--- src/rtl/sp_ram_pkg.sv ---
// Shared types for the single-port RAM stream reader: FSM states and output buffer entry.
package sp_ram_pkg;

  typedef enum logic [1:0] {
    IDLE  = 2'd0,
    RUN   = 2'd1,
    DRAIN = 2'd2,
    DONE  = 2'd3
  } state_e;

  localparam int unsigned FIFO_DEPTH       = 2;
  localparam int unsigned ENTRY_DATA_WIDTH = 16;

  typedef struct packed {
    logic [ENTRY_DATA_WIDTH-1:0] data;
    logic                        last;
  } entry_t;

endpackage

--- src/rtl/sp_ram_stream_reader_if.sv ---
// RAM read port plus output stream of the reader; master is the reader side.
interface sp_ram_stream_reader_if #(
  parameter int DATA_WIDTH = 16,
  parameter int ADDR_WIDTH = 3
);
  logic                  ram_en;
  logic                  ram_wr;
  logic [ADDR_WIDTH-1:0] ram_addr;
  logic [DATA_WIDTH-1:0] ram_rdata;
  logic [DATA_WIDTH-1:0] out_data;
  logic                  out_valid;
  logic                  out_ready;
  logic                  out_last;

  modport master (
    output ram_en, ram_wr, ram_addr,
    input  ram_rdata,
    output out_data, out_valid, out_last,
    input  out_ready
  );

  modport slave (
    input  ram_en, ram_wr, ram_addr,
    output ram_rdata,
    input  out_data, out_valid, out_last,
    output out_ready
  );
endinterface

--- src/rtl/sp_stream_fifo2.sv ---
// Two-entry valid/ready buffer; an incoming word falls straight through to the head when empty.
module sp_stream_fifo2
  import sp_ram_pkg::*;
(
  input  logic       clk,
  input  logic       rst,
  input  logic       push_valid,
  input  entry_t     push_entry,
  output logic       pop_valid,
  input  logic       pop_ready,
  output entry_t     pop_entry,
  output logic [1:0] occupancy
);

  entry_t     mem [FIFO_DEPTH];
  logic       wr_ptr;
  logic       rd_ptr;
  logic [1:0] count;
  logic       pop;
  logic       store;
  logic       unload;

  always_comb begin
    pop_valid = (count != 2'd0) || push_valid;
    pop_entry = '0;
    if (count != 2'd0) begin
      pop_entry = mem[rd_ptr];
    end else if (push_valid) begin
      pop_entry = push_entry;
    end
    pop    = pop_valid && pop_ready;
    // a word consumed in its arrival cycle never touches storage
    store  = push_valid && !((count == 2'd0) && pop);
    unload = pop && (count != 2'd0);
  end

  always_ff @(posedge clk or negedge rst) begin
    if (!rst) begin
      wr_ptr <= 1'b0;
      rd_ptr <= 1'b0;
      count  <= 2'd0;
      mem[0] <= '0;
      mem[1] <= '0;
    end else begin
      if (store) begin
        mem[wr_ptr] <= push_entry;
        wr_ptr      <= ~wr_ptr;
      end
      if (unload) begin
        rd_ptr <= ~rd_ptr;
      end
      case ({store, unload})
        2'b10:   count <= count + 2'd1;
        2'b01:   count <= count - 2'd1;
        default: count <= count;
      endcase
    end
  end

  assign occupancy = count;

  a_no_overflow: assert property (@(posedge clk) disable iff (!rst)
    !(store && !unload && (count == 2'(FIFO_DEPTH))));

endmodule

--- src/rtl/sp_ram_stream_reader.sv ---
// Burst read sequencer for a single-port RAM with one-cycle read latency, streaming words out.
//   state | meaning
//   IDLE  | waiting for start, burst parameters latched on accept
//   RUN   | issuing reads while buffer + in-flight has room
//   DRAIN | all reads issued, waiting for the last word to be accepted
//   DONE  | one-cycle completion pulse
module sp_ram_stream_reader
  import sp_ram_pkg::*;
#(
  parameter int DATA_WIDTH = 16,
  parameter int MEM_DEPTH  = 8,
  parameter int ADDR_WIDTH = 3,
  parameter int LEN_WIDTH  = 4
) (
  input  logic                  clk,
  input  logic                  rst,
  input  logic                  start,
  input  logic [ADDR_WIDTH-1:0] base_addr,
  input  logic [LEN_WIDTH-1:0]  burst_len,
  output logic                  busy,
  output logic                  done,
  sp_ram_stream_reader_if.master bus
);

  state_e                state;
  state_e                state_nxt;
  logic [ADDR_WIDTH-1:0] addr_q;
  logic [LEN_WIDTH-1:0]  len_q;
  logic [LEN_WIDTH-1:0]  iss_cnt;
  logic [LEN_WIDTH-1:0]  acc_cnt;
  logic                  inflight;
  logic                  inflight_last;
  logic                  issue;
  logic                  final_issue;
  logic                  final_accept;
  logic                  pop;
  logic [1:0]            occ;
  logic [DATA_WIDTH-1:0] rd_word;
  entry_t                push_entry;
  entry_t                head;
  logic                  head_valid;

  assign rd_word      = bus.ram_rdata;
  assign final_issue  = (iss_cnt == len_q - LEN_WIDTH'(1));
  assign final_accept = (acc_cnt == len_q - LEN_WIDTH'(1));
  assign pop          = head_valid && bus.out_ready;

  always_comb begin
    state_nxt = state;
    issue     = 1'b0;
    busy      = 1'b0;
    done      = 1'b0;
    case (state)
      IDLE: begin
        if (start) begin
          state_nxt = (burst_len == '0) ? DONE : RUN;
        end
      end
      RUN: begin
        busy  = 1'b1;
        issue = ((occ + {1'b0, inflight}) < 2'd2);
        if (issue && final_issue) begin
          state_nxt = DRAIN;
        end
      end
      DRAIN: begin
        busy = 1'b1;
        // the final read is always in flight or buffered here, so its accept ends the burst
        if (pop && final_accept) begin
          state_nxt = DONE;
        end
      end
      DONE: begin
        done      = 1'b1;
        state_nxt = IDLE;
      end
      default: state_nxt = IDLE;
    endcase
  end

  always_ff @(posedge clk or negedge rst) begin
    if (!rst) begin
      state         <= IDLE;
      addr_q        <= '0;
      len_q         <= '0;
      iss_cnt       <= '0;
      acc_cnt       <= '0;
      inflight      <= 1'b0;
      inflight_last <= 1'b0;
    end else begin
      state         <= state_nxt;
      inflight      <= issue;
      inflight_last <= issue && final_issue;
      if ((state == IDLE) && start) begin
        addr_q  <= base_addr;
        len_q   <= burst_len;
        iss_cnt <= '0;
        acc_cnt <= '0;
      end
      if (issue) begin
        addr_q  <= (addr_q == ADDR_WIDTH'(MEM_DEPTH - 1)) ? '0 : addr_q + ADDR_WIDTH'(1);
        iss_cnt <= iss_cnt + LEN_WIDTH'(1);
      end
      if (pop) begin
        acc_cnt <= acc_cnt + LEN_WIDTH'(1);
      end
    end
  end

  // RAM output is held while idle, so the registered in-flight flag alone qualifies capture
  assign push_entry.data = rd_word;
  assign push_entry.last = inflight_last;

  sp_stream_fifo2 u_fifo (
    .clk        (clk),
    .rst        (rst),
    .push_valid (inflight),
    .push_entry (push_entry),
    .pop_valid  (head_valid),
    .pop_ready  (bus.out_ready),
    .pop_entry  (head),
    .occupancy  (occ)
  );

  assign bus.ram_en    = issue;
  assign bus.ram_wr    = 1'b0;
  assign bus.ram_addr  = addr_q;
  assign bus.out_valid = head_valid;
  assign bus.out_data  = head.data;
  assign bus.out_last  = head.last;

endmodule

--- src/flat_wrapper.sv ---
// flat-port wrapper written by rule: the top's interface ports become plain ports
module sp_ram_stream_reader_flat import sp_ram_pkg::*;
#(
  parameter int DATA_WIDTH = 16,
  parameter int MEM_DEPTH  = 8,
  parameter int ADDR_WIDTH = 3,
  parameter int LEN_WIDTH  = 4
)
  (clk, rst, start, base_addr, burst_len, busy, done, bus_ram_en, bus_ram_wr, bus_ram_addr, bus_ram_rdata, bus_out_data, bus_out_valid, bus_out_last, bus_out_ready);
  sp_ram_stream_reader_if #(.DATA_WIDTH(DATA_WIDTH), .ADDR_WIDTH(ADDR_WIDTH)) bus_i ();
  input  logic clk;
  input  logic rst;
  input  logic start;
  input  logic [ADDR_WIDTH-1:0] base_addr;
  input  logic [LEN_WIDTH-1:0] burst_len;
  output logic busy;
  output logic done;
  output wire logic [$bits(bus_i.ram_en)-1:0] bus_ram_en;
  output wire logic [$bits(bus_i.ram_wr)-1:0] bus_ram_wr;
  output wire logic [$bits(bus_i.ram_addr)-1:0] bus_ram_addr;
  input wire logic [$bits(bus_i.ram_rdata)-1:0] bus_ram_rdata;
  output wire logic [$bits(bus_i.out_data)-1:0] bus_out_data;
  output wire logic [$bits(bus_i.out_valid)-1:0] bus_out_valid;
  output wire logic [$bits(bus_i.out_last)-1:0] bus_out_last;
  input wire logic [$bits(bus_i.out_ready)-1:0] bus_out_ready;
  assign bus_ram_en = bus_i.ram_en;
  assign bus_ram_wr = bus_i.ram_wr;
  assign bus_ram_addr = bus_i.ram_addr;
  assign bus_i.ram_rdata = bus_ram_rdata;
  assign bus_out_data = bus_i.out_data;
  assign bus_out_valid = bus_i.out_valid;
  assign bus_out_last = bus_i.out_last;
  assign bus_i.out_ready = bus_out_ready;
  sp_ram_stream_reader #(.DATA_WIDTH(DATA_WIDTH), .MEM_DEPTH(MEM_DEPTH), .ADDR_WIDTH(ADDR_WIDTH), .LEN_WIDTH(LEN_WIDTH)) u_core (.clk(clk), .rst(rst), .start(start), .base_addr(base_addr), .burst_len(burst_len), .busy(busy), .done(done), .bus(bus_i));
endmodule
--- config.mk ---
export PLATFORM = sky130hd
export DESIGN_NAME = sp_ram_stream_reader_flat
export DESIGN_NICKNAME = d
export VERILOG_FILES = /design/src/rtl/sp_ram_pkg.sv /design/src/rtl/sp_ram_stream_reader_if.sv /design/src/rtl/sp_stream_fifo2.sv /design/src/rtl/sp_ram_stream_reader.sv /design/src/flat_wrapper.sv
export SDC_FILE = /design/constraint.sdc
export NUM_CORES = 1
export LEC_CHECK = 0
export CAP_MARGIN = 0
export CORE_MARGIN = 3
export CORE_UTILIZATION = 50
export DETAILED_ROUTE_END_ITERATION = 10
export PLACE_DENSITY = 0.78
export SLEW_MARGIN = 5
export SYNTH_ARGS = -nofsm -noshare
export SYNTH_HDL_FRONTEND = slang
export SYNTH_HIERARCHICAL = 1
export SYNTH_SLANG_ARGS = --single-unit
--- constraint.sdc ---
create_clock -name clk -period 2.2 [get_ports clk]
set_input_delay 0.33 -clock clk [delete_from_list [all_inputs] [get_ports clk]]
set_output_delay 0.33 -clock clk [all_outputs]
set_load 0.005 [all_outputs]
* After elaboration in Yosys (flattened, before gate mapping) *
Cells that the tools add are included.
W data, S select, Z words.

operators by class
  reductions and logical operators = 20
  equal/unequal tests = 11
  $add $sub $neg = 7
  multiplexer cells = 23
  magnitude comparators = 4
  bitwise gates (word level) = 4

operator list
  operator               count
  $mux W17               6
  $bwmux W34             1
  $demux W17 S1          1
  $mux W4                3
  $logic_and A1 B1 Y1    9
  $mux W3                3
  $add A4 B1 Y4 const B  2
  $eq A4 B4 Y1           2
  $mux W2                4
  $pmux W2 S4            1
  $reduce_bool A2 Y1     4
  $eq A2 B2 Y1 const B   3
  $eq A2 B1 Y1 const B   2
  $ge A2 B2 Y1 const B   2
  $logic_not A2 Y1       2
  $logic_not A4 Y1       1
  $ne A2 B1 Y1 const B   2
  $not A1 Y2             2
  $pmux W2 S2            1
  $sub A4 B1 Y4 const B  1
  $add A3 B1 Y3 const B  1
  $eq A3 B3 Y1 const B   1
  $mux W1                3
  $reduce_and A3 Y1      1
  10 further kinds       11

storage, ports and cells
  output and inout bits = 25
  logic and storage cells = 83
  input bits = 27
  bits in registers = 57

* Longest topological paths before layout *
Gate-level depths: netlist of run 1.

  depth after elaboration = 8
  gate-level depth with buffers = 8
  depth with buffers taken out = 7

* Cells and area by module *
Netlist of run 1, hierarchy kept.

modules (own cells, without submodules)
  module                area an instance (um2)  times used  seq. area each (um2)  cells each
  sp_stream_fifo2       1,961.9                 1           950.9                 149
  sp_ram_stream_reader  1,117.3                 1           475.5                 107

* Worst setup path before layout of run 1 *
No wires, ideal clock.

  path kind = flip-flop to flip-flop
  start = reg u_core.len_q[0]
  end = reg u_core.state[1]
  library setup time = 0.130 ns
  period minus slack after synthesis = 1.729 ns
  cell stages (with the launch flop) = 8
  data required time = 2.070 ns
  data arrival time = 1.598 ns
  setup slack = 0.471 ns
  buffers on the path = 0
  path through = dfrtp_1 > inv_1 > ha_1 > xor2_1 > nand4_1 > o31ai_2 > o211ai_1 > mux2i_1

on the way
  word-level cells in the longest chain between the ends = 5
  elaborated cells between the ends (all ways) = 8
  classes of those cells = 1 x add/sub; 4 x eq/ne; 3 x reduce/logical

RTL lines
  what                                    line                                                    text
  start, declared                         sp_ram_stream_reader.sv:28                              logic [LEN_WIDTH-1:0] len_q;
  start signal, assigned                  sp_ram_stream_reader.sv:96                              len_q <= burst_len;
  $sub A4 B1 Y4 (*)                       sp_ram_stream_reader.sv:44, sp_ram_stream_reader.sv:45
  $eq A4 B4 Y1 (on tied branches)         sp_ram_stream_reader.sv:45, sp_ram_stream_reader.sv:44
  $logic_and A1 B1 Y1 (on tied branches)  sp_ram_stream_reader.sv:69, sp_ram_stream_reader.sv:62
  $ne A2 B1 Y1 (no line)                  --
  $reduce_and A3 Y1 (no line) (*)         --
  end signal, assigned                    sp_ram_stream_reader.sv:91                              state <= state_nxt;
  end, declared                           sp_ram_stream_reader.sv:25                              state_e state;

Mark *: on every way between the ends. The rest lies on a longest branch, timed or not.
A chain may end at the register's enable or synchronous reset.

* Worst setup path in the final report of run 1 *
  start = reg u_core.u_fifo.count[0], in the netlist u_core/u_fifo/occupancy[0]
  end = out bus_out_data[5]

on the way
  word-level cells in the longest chain between the ends = 2

RTL lines
  what                    line                   text
  start, declared         sp_stream_fifo2.sv:18  logic [1:0] count;
  start signal, assigned  sp_stream_fifo2.sv:53  2'b10: count <= count + 2'd1;
  start signal, assigned  sp_stream_fifo2.sv:54  2'b01: count <= count - 2'd1;
  start signal, assigned  sp_stream_fifo2.sv:55  default: count <= count;
  $reduce_bool A2 Y1      sp_stream_fifo2.sv:26  if (count != 2'd0) begin
  $mux W17                sp_stream_fifo2.sv:26
  end, declared           flat_wrapper.sv:22     output wire logic [$bits(bus_i.out_data)-1:0] bus_out_data;

Every way passes these cells.

==> out/metrics.yaml, run 1 <==
routing:
  drtIter0Drc: 120
  wl_um: 6450
  drc_errors: 0
  drtAntennaViolNets: 0
  vias_per_cell: 5.33
  wl_per_cell_um: 16.0
  first_pass_iters: 5
  vias: 2154
synthesis:
  synth_flop_cell: "dfrtp_1"
  yosys_warnings: 6
  async_reset_ff_share_pct: 100
  synth_seq_cells: 57
  synth_edf_count: 0
  seq_area_frac_synth_pct: 46.3
  netlist.area_leader.share_pct: 46.3
  synth_cells: 256
  netlist_top_cells_area: "dfrtp_1 46%, mux2_4 9.8%, mux2i_1 7.2%"
  synth_nets: 294
  syn_area_um2: 3080
  ys_types: 37
  syn_area_per_cell_um2: 12.0
  yosysTopAreaCell: "dfrtp_1"
grt:
  antenna_found_initial: 0
  overflow: 0
  grt_pass1_vias: 2236
  grt_max_degree: 35
  grt.total_usage_pct: 19.5
  grt_pass1_wl_um: 11000
job:
  maxCapViolCount: 0
pwr:
  p_comb_share_pct: 52.1
  switching_power_mw: 2.17
  swShare_pct: 34.1
  p_total_mw: 6.37
  power_leakage_nw: 1.95
  power_density_nw_per_um2: 1560
  p_int_mw: 4.20
  pwr-share-seq_pct: 31.0
  ir_worst_vdd_v: 0.000826
  pwr-share-clk_pct: 16.9
floorplan:
  pin_count: 52
  die-height_um: 84.5
  fp-row-count: 27
  core_um2: 5740
  die_width_um: 84.5
  initial_core_util_pct: 53.6
  die-area_um2: 7140
worst_hold_path:
  hp-class: "flip-flop to flip-flop"
timing:
  fin_crit_sh_pct: 96.5
  hold_viol_final: 0
  min_period_ps: 2120
  maxSlewHeadroom_pct: 60.8
  maxSlewViolCount: 0
  tightestPinTransition_ps: 588
  setup_tns_ps: 0
  max_freq_mhz: 471
  hold-worst-slack_ps: 485
  setup_viol: 0
  rsz0062_at_grt: "no"
  fin_skew_ps: 7.68
clock_tree:
  clkSinkCount: 57
  clock_latency_ps: 330
  cts_buffers: 9
  cts_root_buf: "clkbuf_8"
  clk_path_buf_depth: 2
  htreeDepth: 3
  path_clk_slew_ps: 70
  cts_tree: "yes"
layout:
  final_cell_mix: "54 x dfrtp_1, 34 x clkdlybuf4s50_1, 24 x nand3_1, 22 x o21ai_0, 22 x mux2i_1"
  antenna_cells: 0
  nNetsFinal: 365
  area_growth_pct: 33.0
  final_common_cell: "dfrtp_1"
  drive_gt1_share_pct: 25.9
critical_path:
  crit_path_start_kind: "flip-flop"
  crit_arrival_ps: 1790
  crit_path_end_kind: "output pin"
  worstPathRequired_ps: 1870
  cp_max_fo: 13
  critPathKind: "flip-flop to output pin"
place:
  dp_hpwl_um: 4260
  gp_congestion: 0.732
  portBuffers: 50
status:
  status: "finished, final reports clean"
## sequential cells by signal, summed over array words and instances, names as in the netlist
| name | count |
|---|---|
| u_core/acc_cnt | 4 |
| u_core/bus.ram_addr | 3 |
| u_core/inflight | 1 |
| u_core/inflight_last | 1 |
| u_core/iss_cnt | 4 |
| u_core/len_q | 4 |
| u_core/state | 2 |
| u_core/u_fifo/mem | 34 |
| u_core/u_fifo/occupancy | 2 |
| u_core/u_fifo/rd_ptr | 1 |
| u_core/u_fifo/wr_ptr | 1 |
## critical path: stages (launching register included)
cell             delay (ps)
dfrtp_2                 440
nor2_4                  180
buf_12                  160
nand3_1                  80
o21ai_1                  90
clkdlybuf4s50_1         520
## cell type report
class                   count  area, um^2
clock buffers              11         141
clock inverters             5        78.8
fillers                   406        1650
inverters                   8        30.0
multi-input cells         178        1530
flip-flops and latches     57        1430
well taps                  72        90.1
repair buffers             73         792
## metrics by stage
stage	worst slack [ps]	utilization, %	area [um^2]	cells
floorplan	471	-	3080	256
global placement	217	64.7	3710	376
detailed placement	156	64.7	3710	376
CTS	3.13	69.4	3990	397
global route	3.28	71.3	4100	404
finish	76.3	71.3	4100	404
## power groups by stage
| stage | Combinational (mW) | Clock, mW | Sequential [mW] |
|---|---|---|---|
| finish | 3.32 | 1.08 | 1.98 |
| global route | 3.66 | 1.16 | 2.05 |
| CTS | 3.25 | 1.10 | 1.97 |
| detailed placement | 3.14 | 0 | 1.99 |
| global placement | 3.06 | 0 | 1.96 |
| floorplan | 2.01 | 0 | 1.87 |
## path summary, 6_finish.rpt
check / start / end / slack, ps / cells past startpoint
worst max-delay path: u_core/u_fifo/occupancy[0] / bus_out_data[5] / 80 / 5
worst min-delay path: u_core/u_fifo/wr_ptr / u_core/u_fifo/wr_ptr / 480 / 1
worst max register to register: u_core/len_q[1] / u_core/state[0] / 370 / 7
worst min register to register: u_core/u_fifo/wr_ptr / u_core/u_fifo/wr_ptr / 480 / 1
max in group asynchronous: rst / u_core/u_fifo/occupancy[1] / 1060 / 3
min in group asynchronous: rst / u_core/u_fifo/mem[14] / 540 / 2
## synth_stat cells, types with 3 or more instances
master / number
ha_1: 11
clkbuf_1: 7
mux2i_1: 22
xnor2_1: 9
o21ai_0: 26
nand2_1: 8
mux2_4: 20
inv_1: 8
xor2_1: 9
dfrtp_1: 57
nor2_1: 5
mux2_2: 18
nor4_1: 3
nand3_1: 24
## logic make-up after synthesis
kind of cell	count (synthesis)	synth area share (%)
xor gates and xnor gates	18	5.12
buffers and inverters	21	4.06
other	1	0.122
DFF	57	46.3
adders and majority gates	11	4.47
AOI/OAI and AO/OA	37	7.68
muxes	60	23.5
and+or+nand+nor	51	8.74
## routing by layer
layer	GRT usage, %	vias to the layer above	routed length (um)
met5	0	-	0
met4	9.06	0	126
met3	3.63	8	238
met2	29.9	43	2960
met1	26.8	1056	3120
li1	-	1047	-
## repair_timing
action | in CTS | in global routing
gates resized for setup | 7 | 19
endpoints found under the hold margin | 1 | 0
setup endpoints to repair | 17 | 18
setup buffers | 4 | 6
pin swaps | 0 | 1
cloned | 0 | 1
hold buffers | 1 | 0
(Power assumes the default switching activity.)
==> inputs of run 2 (changes only) <==
--- a/config.mk
+++ b/config.mk
@@ -5,10 +5,12 @@
 export SDC_FILE = /design/constraint.sdc
 export NUM_CORES = 1
 export LEC_CHECK = 0
+export ABC_CLOCK_PERIOD_IN_PS = 2200
 export CAP_MARGIN = 0
 export CORE_MARGIN = 3
 export CORE_UTILIZATION = 50
 export DETAILED_ROUTE_END_ITERATION = 10
+export GPL_ROUTABILITY_DRIVEN = 0
 export PLACE_DENSITY = 0.78
 export SLEW_MARGIN = 5
 export SYNTH_ARGS = -nofsm -noshare
==> results of run 2 <==
Same layout as run 1: the final DEF is identical, and so are final timing and power.
